===== src/rtl/food_eat_ctrl_if.sv =====
// Bus between the Pac-Man motion logic / renderer and the pellet-eat controller.
//
// Handshake: frame_tick is a one-cycle request that is only accepted on a
// cycle where ready is high; Ball_X_Pos_out/Ball_Y_Pos_out must stay stable
// from that frame_tick until ready is high again. A tick while ready is low
// is dropped. level_restart needs no handshake and is honoured in any state.
//
// dbg_state encoding: 0 = LOAD, 1 = IDLE, 2 = READ, 3 = DECIDE.
interface food_eat_ctrl_if;
    logic       frame_tick;
    logic       level_restart;
    logic [9:0] Ball_X_Pos_out;
    logic [9:0] Ball_Y_Pos_out;
    logic       is_food_eaten;
    logic [15:0] score;
    logic [7:0] pellets_left;
    logic       level_clear;
    logic       ready;
    logic [1:0] dbg_state;

    modport master (
        output frame_tick, level_restart, Ball_X_Pos_out, Ball_Y_Pos_out,
        input  is_food_eaten, score, pellets_left, level_clear, ready, dbg_state
    );

    modport slave (
        input  frame_tick, level_restart, Ball_X_Pos_out, Ball_Y_Pos_out,
        output is_food_eaten, score, pellets_left, level_clear, ready, dbg_state
    );
endinterface


===== src/rtl/food_eat_ctrl.sv =====
// Pellet-eat controller: once per frame converts Pac-Man's pixel position to a
// tile index, checks a shadow copy of the pellet map and pulses is_food_eaten
// when a pellet is consumed. Tracks score, pellets remaining and level clear.
//
// FOOD_MAP holds the initial pellet map, bit i = tile i (0 = pellet, 1 = empty).
// It is copied into the shadow RAM after reset and after every level_restart.
module food_eat_ctrl #(
    parameter int PELLET_POINTS = 10,
    parameter int MAP_COLS      = 20,
    parameter int MAP_ROWS      = 11,
    parameter logic [MAP_COLS*MAP_ROWS-1:0] FOOD_MAP = '0
) (
    input  logic Clk,
    input  logic Reset,
    food_eat_ctrl_if.slave bus
);

    localparam int DEPTH  = MAP_COLS * MAP_ROWS;
    localparam int ADDR_W = $clog2(DEPTH);
    localparam logic [ADDR_W-1:0] LAST_IDX = ADDR_W'(DEPTH - 1);
    localparam logic [9:0] X_LIMIT = 10'(MAP_COLS * 32);
    localparam logic [9:0] Y_LIMIT = 10'(MAP_ROWS * 32);

    typedef enum logic [1:0] {
        ST_LOAD   = 2'd0,
        ST_IDLE   = 2'd1,
        ST_READ   = 2'd2,
        ST_DECIDE = 2'd3
    } state_t;

    state_t              state_q, state_d;
    logic [ADDR_W-1:0]   cnt_q, cnt_d;
    logic [ADDR_W-1:0]   idx_q, idx_d;
    logic [15:0]         score_q, score_d;
    logic [7:0]          pellets_q, pellets_d;
    logic                clear_q, clear_d;
    logic                eaten_q, eaten_d;
    logic                ready_q, ready_d;

    // Shadow pellet map, single synchronous read/write port
    logic                shadow_ram [DEPTH];
    logic                ram_rd_q;
    logic                ram_we;
    logic                ram_wd;
    logic [ADDR_W-1:0]   ram_addr;

    logic                pos_valid;
    logic [ADDR_W-1:0]   tile_idx;
    logic [16:0]         score_sum;

    // Tile index of the current position and saturating score increment
    always_comb begin
        pos_valid = (bus.Ball_X_Pos_out < X_LIMIT) && (bus.Ball_Y_Pos_out < Y_LIMIT);
        tile_idx  = ADDR_W'(bus.Ball_Y_Pos_out[9:5]) * ADDR_W'(MAP_COLS)
                  + ADDR_W'(bus.Ball_X_Pos_out[9:5]);
        score_sum = {1'b0, score_q} + 17'(PELLET_POINTS);
    end

    // Next-state, RAM port control and next output values
    always_comb begin
        state_d   = state_q;
        cnt_d     = cnt_q;
        idx_d     = idx_q;
        score_d   = score_q;
        pellets_d = pellets_q;
        clear_d   = clear_q;
        eaten_d   = 1'b0;
        ram_we    = 1'b0;
        ram_wd    = 1'b0;
        ram_addr  = idx_q;

        if (bus.level_restart) begin
            // Restart beats everything, including a pending DECIDE and a same-cycle tick
            state_d   = ST_LOAD;
            cnt_d     = '0;
            score_d   = '0;
            pellets_d = '0;
            clear_d   = 1'b0;
        end else begin
            case (state_q)
                ST_LOAD: begin
                    ram_we   = 1'b1;
                    ram_addr = cnt_q;
                    ram_wd   = FOOD_MAP[cnt_q];
                    if (!FOOD_MAP[cnt_q]) begin
                        pellets_d = pellets_q + 8'd1;
                    end
                    if (cnt_q == LAST_IDX) begin
                        state_d = ST_IDLE;
                        clear_d = (pellets_d == 8'd0);
                    end else begin
                        cnt_d = cnt_q + 1'b1;
                    end
                end
                ST_IDLE: begin
                    // ready_q gates the tick so the settle cycle after DECIDE ignores it
                    if (bus.frame_tick && ready_q && pos_valid && !clear_q) begin
                        idx_d   = tile_idx;
                        state_d = ST_READ;
                    end
                end
                ST_READ: begin
                    // RAM samples idx_q at the end of this cycle
                    state_d = ST_DECIDE;
                end
                ST_DECIDE: begin
                    if (!ram_rd_q) begin
                        ram_we    = 1'b1;
                        ram_wd    = 1'b1;
                        eaten_d   = 1'b1;
                        score_d   = score_sum[16] ? 16'hFFFF : score_sum[15:0];
                        pellets_d = pellets_q - 8'd1;
                        if (pellets_q == 8'd1) begin
                            clear_d = 1'b1;
                        end
                    end
                    state_d = ST_IDLE;
                end
                default: begin
                    state_d = ST_LOAD;
                end
            endcase
        end

        // Ready returns one cycle after DECIDE so the pulse cycle is never a new request
        ready_d = (state_d == ST_IDLE) && (state_q != ST_DECIDE);
    end

    // FSM state and registered outputs
    always_ff @(posedge Clk or posedge Reset) begin
        if (Reset) begin
            state_q   <= ST_LOAD;
            cnt_q     <= '0;
            idx_q     <= '0;
            score_q   <= '0;
            pellets_q <= '0;
            clear_q   <= 1'b0;
            eaten_q   <= 1'b0;
            ready_q   <= 1'b0;
        end else begin
            state_q   <= state_d;
            cnt_q     <= cnt_d;
            idx_q     <= idx_d;
            score_q   <= score_d;
            pellets_q <= pellets_d;
            clear_q   <= clear_d;
            eaten_q   <= eaten_d;
            ready_q   <= ready_d;
        end
    end

    // Shadow RAM: read-first single port, contents rebuilt by LOAD after any reset
    always_ff @(posedge Clk) begin
        if (ram_we) begin
            shadow_ram[ram_addr] <= ram_wd;
        end
        ram_rd_q <= shadow_ram[ram_addr];
    end

    assign bus.is_food_eaten = eaten_q;
    assign bus.score         = score_q;
    assign bus.pellets_left  = pellets_q;
    assign bus.level_clear   = clear_q;
    assign bus.ready         = ready_q;
    assign bus.dbg_state     = state_q;

endmodule


===== src/flat_wrapper.sv =====
// flat-port wrapper written by rule: the top's interface ports become plain ports
module food_eat_ctrl_flat 
#(
    parameter int PELLET_POINTS = 10,
    parameter int MAP_COLS      = 20,
    parameter int MAP_ROWS      = 11,
    parameter logic [MAP_COLS*MAP_ROWS-1:0] FOOD_MAP = '0
)
  (Clk, Reset, bus_frame_tick, bus_level_restart, bus_Ball_X_Pos_out, bus_Ball_Y_Pos_out, bus_is_food_eaten, bus_score, bus_pellets_left, bus_level_clear, bus_ready, bus_dbg_state);
  food_eat_ctrl_if bus_i ();
  input  logic Clk;
  input  logic Reset;
  input wire logic [$bits(bus_i.frame_tick)-1:0] bus_frame_tick;
  input wire logic [$bits(bus_i.level_restart)-1:0] bus_level_restart;
  input wire logic [$bits(bus_i.Ball_X_Pos_out)-1:0] bus_Ball_X_Pos_out;
  input wire logic [$bits(bus_i.Ball_Y_Pos_out)-1:0] bus_Ball_Y_Pos_out;
  output wire logic [$bits(bus_i.is_food_eaten)-1:0] bus_is_food_eaten;
  output wire logic [$bits(bus_i.score)-1:0] bus_score;
  output wire logic [$bits(bus_i.pellets_left)-1:0] bus_pellets_left;
  output wire logic [$bits(bus_i.level_clear)-1:0] bus_level_clear;
  output wire logic [$bits(bus_i.ready)-1:0] bus_ready;
  output wire logic [$bits(bus_i.dbg_state)-1:0] bus_dbg_state;
  assign bus_i.frame_tick = bus_frame_tick;
  assign bus_i.level_restart = bus_level_restart;
  assign bus_i.Ball_X_Pos_out = bus_Ball_X_Pos_out;
  assign bus_i.Ball_Y_Pos_out = bus_Ball_Y_Pos_out;
  assign bus_is_food_eaten = bus_i.is_food_eaten;
  assign bus_score = bus_i.score;
  assign bus_pellets_left = bus_i.pellets_left;
  assign bus_level_clear = bus_i.level_clear;
  assign bus_ready = bus_i.ready;
  assign bus_dbg_state = bus_i.dbg_state;
  food_eat_ctrl #(.PELLET_POINTS(PELLET_POINTS), .MAP_COLS(MAP_COLS), .MAP_ROWS(MAP_ROWS), .FOOD_MAP(FOOD_MAP)) u_core (.Clk(Clk), .Reset(Reset), .bus(bus_i));
endmodule

===== config.mk =====
export PLATFORM = sky130hd
export DESIGN_NAME = food_eat_ctrl_flat
export DESIGN_NICKNAME = d
export VERILOG_FILES = /design/src/rtl/food_eat_ctrl_if.sv /design/src/rtl/food_eat_ctrl.sv /design/src/flat_wrapper.sv
export SDC_FILE = /design/constraint.sdc
export NUM_CORES = 1
export LEC_CHECK = 0
export ABC_AREA = 1
export CAP_MARGIN = 0
export CORE_MARGIN = 4
export CORE_UTILIZATION = 50
export CTS_CLUSTER_SIZE = 25
export DETAILED_ROUTE_END_ITERATION = 6
export GPL_TIMING_DRIVEN = 0
export HOLD_SLACK_MARGIN = 0.02
export PLACE_DENSITY = 0.64
export SLEW_MARGIN = 25
export SYNTH_ARGS = -nofsm -noshare
export SYNTH_HDL_FRONTEND = slang
export SYNTH_SLANG_ARGS = --single-unit

===== constraint.sdc =====
create_clock -name Clk -period 9.4 [get_ports Clk]
set_clock_uncertainty 0.05 [all_clocks]
set_input_delay 2.35 -clock Clk [delete_from_list [all_inputs] [get_ports Clk]]
set_output_delay 2.35 -clock Clk [all_outputs]
set_load 0.02 [all_outputs]

==> results of run 1 <==
==> logic make-up after synthesis <==
group / count (synthesis) / synth area share (%)
compound gates: 95 / 4.43
xor+xnor: 14 / 0.924
fa+ha+maj: 18 / 1.81
buf+inv: 149 / 5.06
flops: 266 / 58.4
mux: 1 / 0.0755
simple gates: 976 / 29.2
==> area by class of cell <==
type | count | area, um^2
Multi-Input combinational cell | 1104 | 4840
Clock buffer | 38 | 802
Buffer | 72 | 383
Tap cell | 335 | 419
Timing Repair Buffer | 44 | 468
Sequential cell | 266 | 7750
Clock inverter | 17 | 146
Fill cell | 2343 | 11000
Inverter | 77 | 294
==> cell usage after synthesis, types with 3 or more instances <==
cell      count  area share, %
or2_2         3           0.14
a21oi_1      16           0.60
o22ai_1       4           0.19
inv_2         8           0.23
nor3_1        8           0.30
edfxtp_1    220             50
nand3_1      45            1.7
nor3_2        3           0.23
buf_6         6           0.51
nor2_4        8           0.68
buf_2        36            1.4
o211ai_1      6           0.34
nand2_1     619             18
o21ai_1      10           0.38
dfrtp_1      45            8.5
nor2_1      267            7.6
nand4_1       8           0.38
clkbuf_1     24           0.68
o21ai_2       8           0.53
xor2_1       12           0.79
o311ai_0      5           0.33
nand2_2       7           0.33
o21ai_0      32            1.2
inv_1        68            1.9
ha_1         16            1.5
nor2_2        6           0.28
buf_4         6           0.34
==> worst paths after layout <==
check                                         from                    endpoint  slack [ps]
setup / recovery                 bus_level_restart       u_core.shadow_ram[61]        4270
hold / removal                 u_core.bus.score[0]         u_core.bus.score[0]         450
setup reg to reg           u_core.bus.dbg_state[0]       u_core.shadow_ram[61]        5870
hold reg to reg                u_core.bus.score[0]         u_core.bus.score[0]         450
max in group asynchronous                    Reset        u_core.bus.score[14]        6700
min in group asynchronous                    Reset  u_core.bus.pellets_left[3]        2080
==> through the flow <==
step	hold slack (ps)	area (um^2)	power [mW]	worst slack [ps]
floorplan	436	13300	1.60	2840
detailed placement	453	14200	1.80	3750
CTS	469	15100	2.93	4280
global placement	417	14100	1.80	-838
finish	455	15100	2.93	4270
global route	477	15100	3.02	4120
==> flip-flops by register name, summed over array words and instances, names as in the netlist <==
| name | cells |
|---|---|
| u_core.bus.ready | 1 |
| u_core.ram_rd_q | 1 |
| u_core.bus.level_clear | 1 |
| u_core.cnt_q | 8 |
| u_core.shadow_ram | 220 |
| u_core.bus.dbg_state | 2 |
| u_core.bus.is_food_eaten | 1 |
| u_core.bus.score | 16 |
| u_core.idx_q | 8 |
| u_core.bus.pellets_left | 8 |
==> worst max-delay path: cells and delay by family <==
| family | cells | cell delay (ps) |
|---|---|---|
| buffers and inverters | 5 | 2090 |
| and+or+nand+nor | 4 | 520 |
| AOI/OAI and AO/OA | 1 | 400 |
==> power breakdown <==
group / internal, mW / switching, mW / total [mW]
registers: 1.27 / 0.0123 / 1.29
clock network: 0.658 / 0.484 / 1.14
logic: 0.112 / 0.390 / 0.502
==> metal layers <==
metal / track usage, % / up-vias / part of all wire (%)
met2: 41.5 / 431 / 47
met3: 3.95 / 75 / 8.5
li1: - / 5064 / -
met5: 0 / - / 0
met1: 34.9 / 5034 / 42
met4: 6.06 / 0 / 2.6
==> run metrics, run 1 <==
status finished clean; number of gates resized after cts 0; clock latency on the worst-skew pair 580 ps; max incr delay on CP roughly 780 ps; Die Wd roughly 170 um; die height 171 um; initial antenna violation count 0; PD cells 194 nW/um^2; Hold Path Depth 2; Final Hold Fails 0; Initial DRC Count 1199; TritonCTS Buffers 31; post-placement cell count 1898; Root Driver clkbuf_16; Static Leak around 6.5 nW; minimum clock period 5130 ps; Synth cell types 43; Die ar. 29200 um^2; H-Tree Depth 1; Core Footprint approximately 26000 um^2; cts hold-fix bufs 0; fmax 195 MHz; Clock transition at path regs 60 ps; critical path arrival 5370 ps; routed wire length 36600 um; fraction of layout cells with a size suffix above 1 8.53%; asr flop ratio synth 16.9%; via count about 11000; row cnt a little under 60; CTS tree built; Synth Instances 1519; relative max-transition margin 33.5%; Synth Net Count 1561; Port Buffer Count 42; clk sinks 266; cells along the critical path clkdlybuf4s50_1 -> inv_2 -> nand2_2 -> buf_6 -> o21ai_2 -> buf_2 -> nor3_2 -> nand2_1 -> clkbuf_1 -> nor2_1; setup TNS 0 ps; most frequent cells in the layout nand2_1 (619), nor2_1 (267), edfxtp_1 (220), inv_1 (67); Synth Cell Area around 13000 um^2; worst reg2reg path depth 10; Tcrit/Tclk final 54.6%; measured slew at the worst slew-check pin 998 ps; WP data required 9640 ps; fin nets 1638; initial core utilization approximately half; post-synthesis register bit count 266; Slowest-stage cell, CP clkbuf_1; drt drc 0; final core occ between 50% and 60%; Ant. Diodes 0; vias per inst roughly 5.4; register area share after synthesis 58.4%; GRT overflow 0; routed len/inst 18.8 um; vias in the first global route between 9000 and 10000; commonest non-fill, non-tap cell in the layout nand2_1; Final Max Tran Viols 0; largest net degree at the start of global routing 120; Worst IR Drop VDD around 0.16 mV; crit end category flip-flop; Post-DRT Antenna Nets 0; gpl congestion 0.879; crit start category input port; area grow syn2layout 13.9%; crit path max fanout 10; first-pass GRT wire length 55800 um; Post-CTS Setup Repair Bufs 0; unrepaired setup endpoints after global routing false; Top-Level Pins 53; Post-synth EDFFs 220; maximum root-to-sink buffer count 3; Yosys Warn Count 0; max_cap viols 0; Pre-Repair DR Iteration Count 5; # setup viols final 0; Non-Filler Instances 1953; HPWL Detailed 23800 um; Synth Flop Type edfxtp_1; Syn Area/Cell 8.73 um^2; gr usage total around a quarter; worst hold path class reg2reg; WS Path Type in2reg
No activity file was read; power rests on OpenSTA's default activity.
==> inputs of run 2 (changes only) <==
Settings changed: PLACE_DENSITY 0.64 to 0.66.
Clock period 9.4 ns to 4.18 ns, I/O delays scaled along.
==> run 2 against run 1 <==
First-iteration DRC count is 13% higher. Non-clock buffer count stayed put. Power rose by 120%. Largest power group unchanged. Largest cell class unchanged. Highest routed layer unchanged.
==> run metrics, run 2 (synthesis results as in run 1) <==
Top-Level Pins 53 (unchanged); HPWL Detailed 23300 um (-1.9%); minimum clock period 3950 ps; Ant. Diodes 0 (unchanged); WS Path Type in2reg; initial antenna violation count 0 (unchanged); number of gates resized after cts 0 (unchanged); r2r setup slk 570 ps (-5300 ps); crit path max fanout 10 (unchanged); final core occ 58.1% (+0.15 points); crit start category input port; Worst R2R End u_core.shadow_ram[12]; fin nets 1637 (-0.061%); initial core utilization 50.9% (unchanged); TritonCTS Buffers 30 (-3.2%); max incr delay on CP 830 ps (+50 ps); Static Leak 6.56 nW (+0.27%); total power 6.59 mW (+120%); status finished clean; Slowest-stage cell, CP clkbuf_1; unrepaired setup endpoints after global routing false; Non-Filler Instances 1954 (+0.051%); most frequent cells in the layout nand2_1 (619), nor2_1 (267), edfxtp_1 (220), inv_1 (67); vias in the first global route 9924 (+1.9%); fillcell total 2301 (-1.8%); Hold Path End u_core.bus.score[0]; PD cells 435 nW/um^2 (+120%); first-pass GRT wire length 55000 um (-1.5%); cts hold-fix bufs 0 (unchanged); maximum root-to-sink buffer count 3 (unchanged); measured slew at the worst slew-check pin 1090 ps (+92.5 ps); die height 171 um (unchanged); max reg flops 220 (unchanged); Tcrit/Tclk final a little over nine tenths; cells along the critical path clkdlybuf4s50_1 -> inv_2 -> nand2_2 -> buf_6 -> o21ai_2 -> buf_2 -> nor3_2 -> nand2_1 -> clkbuf_1 -> nor2_1; Clock transition at path regs 60 ps (about the same); hold slack 432 ps (-22.2 ps); clk sinks 266 (unchanged); H-Tree Depth 1 (unchanged); crit end category flip-flop; routed wire length 35600 um (-2.8%); Port Buffer Count 42 (unchanged); Post-CTS Setup Repair Bufs 0 (unchanged); Hold Path Depth 2 (unchanged); relative max-transition margin 27.3% (-6.2 points); Crit path buffers/inverters 5 (unchanged); Die ar. 29200 um^2 (unchanged); area grow syn2layout 14.2%; vias per inst 5.43 (about the same); Initial DRC Count 1351 (+13%); setup TNS 0 ps (unchanged); via count 10600 (+0.028%); CTS tree built; Final Max Tran Viols 0 (unchanged); delay-heaviest family, CP buffers and inverters; drt drc 0 (unchanged); WP data required 4400 ps (-5240 ps); HP Start u_core.bus.score[0]; critical path arrival 4170 ps (-1200 ps); fmax approximately 250 MHz; post-placement cell count 1898 (unchanged); gr usage total 24.4% (-0.57 points); fraction of layout cells with a size suffix above 1 8.71% (+0.18 points); Post-DRT Antenna Nets 0 (unchanged); row cnt 59 (unchanged); Reg-to-Reg Start u_core.bus.dbg_state[0]; gpl congestion 0.951 (+8.2%); worst hold path class reg2reg; GRT overflow 0 (unchanged); max_cap viols 0 (unchanged); clock latency on the worst-skew pair 550 ps (-30 ps); Root Driver clkbuf_16; Die Wd 171 um (unchanged); commonest non-fill, non-tap cell in the layout nand2_1; largest net degree at the start of global routing 174 (+45%); Worst IR Drop VDD 0.348 mV (+120%); Final Hold Fails 0 (unchanged); Core Footprint 26100 um^2 (unchanged); # setup viols final 0 (unchanged); Biggest register u_core.shadow_ram; routed len/inst 18.2 um (-2.9%); Pre-Repair DR Iteration Count 5 (unchanged); worst reg2reg path depth 11 (+1)
-- run 2: area by class of cell --
class / count / area (um^2) / area share [%]
clock buffer: 44 / 897 / 5.92
multi-input combinational: 1104 / 4840 / 32.0
buffer: 72 / 383 / 2.53
sequential: 266 / 7750 / 51.2
clock inverter: 12 / 83.8 / 0.553
tap: 335 / 419 / 2.77
timing repair buffer: 44 / 468 / 3.09
inverter: 77 / 302 / 1.99
-- run 2: how the worst max path moves through the flow --
stage | from | to | slack, ps | cells after the start
after floorplan | bus_level_restart | u_core.bus.score[3] | 500 | 6
after global placement | bus_level_restart | u_core.bus.score[3] | -1840 | 7
after detailed placement | bus_level_restart | u_core.shadow_ram[12] | -270 | 10
after CTS | bus_level_restart | u_core.shadow_ram[12] | 300 | 10
after global routing | bus_level_restart | u_core.shadow_ram[157] | 100 | 10
final | bus_level_restart | u_core.shadow_ram[12] | 230 | 10
-- run 2: through the flow --
stage | cell area, um^2 | worst slack [ps]
6_report | 15100 | 229
5_1_grt | 15100 | 98.3
4_1_cts | 15100 | 299
3_5_place_dp | 14200 | -266
3_3_place_gp | 14100 | -1840
2_1_floorplan | 13300 | 500
-- run 2: power by group --
part | internal [mW] | switching (mW) | leakage [nW]
logic | 0.252 | 0.851 | 2.97
registers | 2.87 | 0.0273 | 3.11
clock network | 1.54 | 1.05 | 0.484
-- run 2: layer usage --
metal | part of all wire (%) | vias up | global-route usage (%)
li1 | - | 5064 | -
met1 | 42 | 5025 | 34.1
met2 | 46 | 438 | 40.0
met3 | 8.0 | 80 | 3.56
met4 | 3.3 | 0 | 7.65
met5 | 0 | - | 0
-- run 2: worst min-delay path, cell delays in order, from the launching register on --
cell and delay, ps:
dfrtp_1 340, nand2_1 50, nand2_1 50
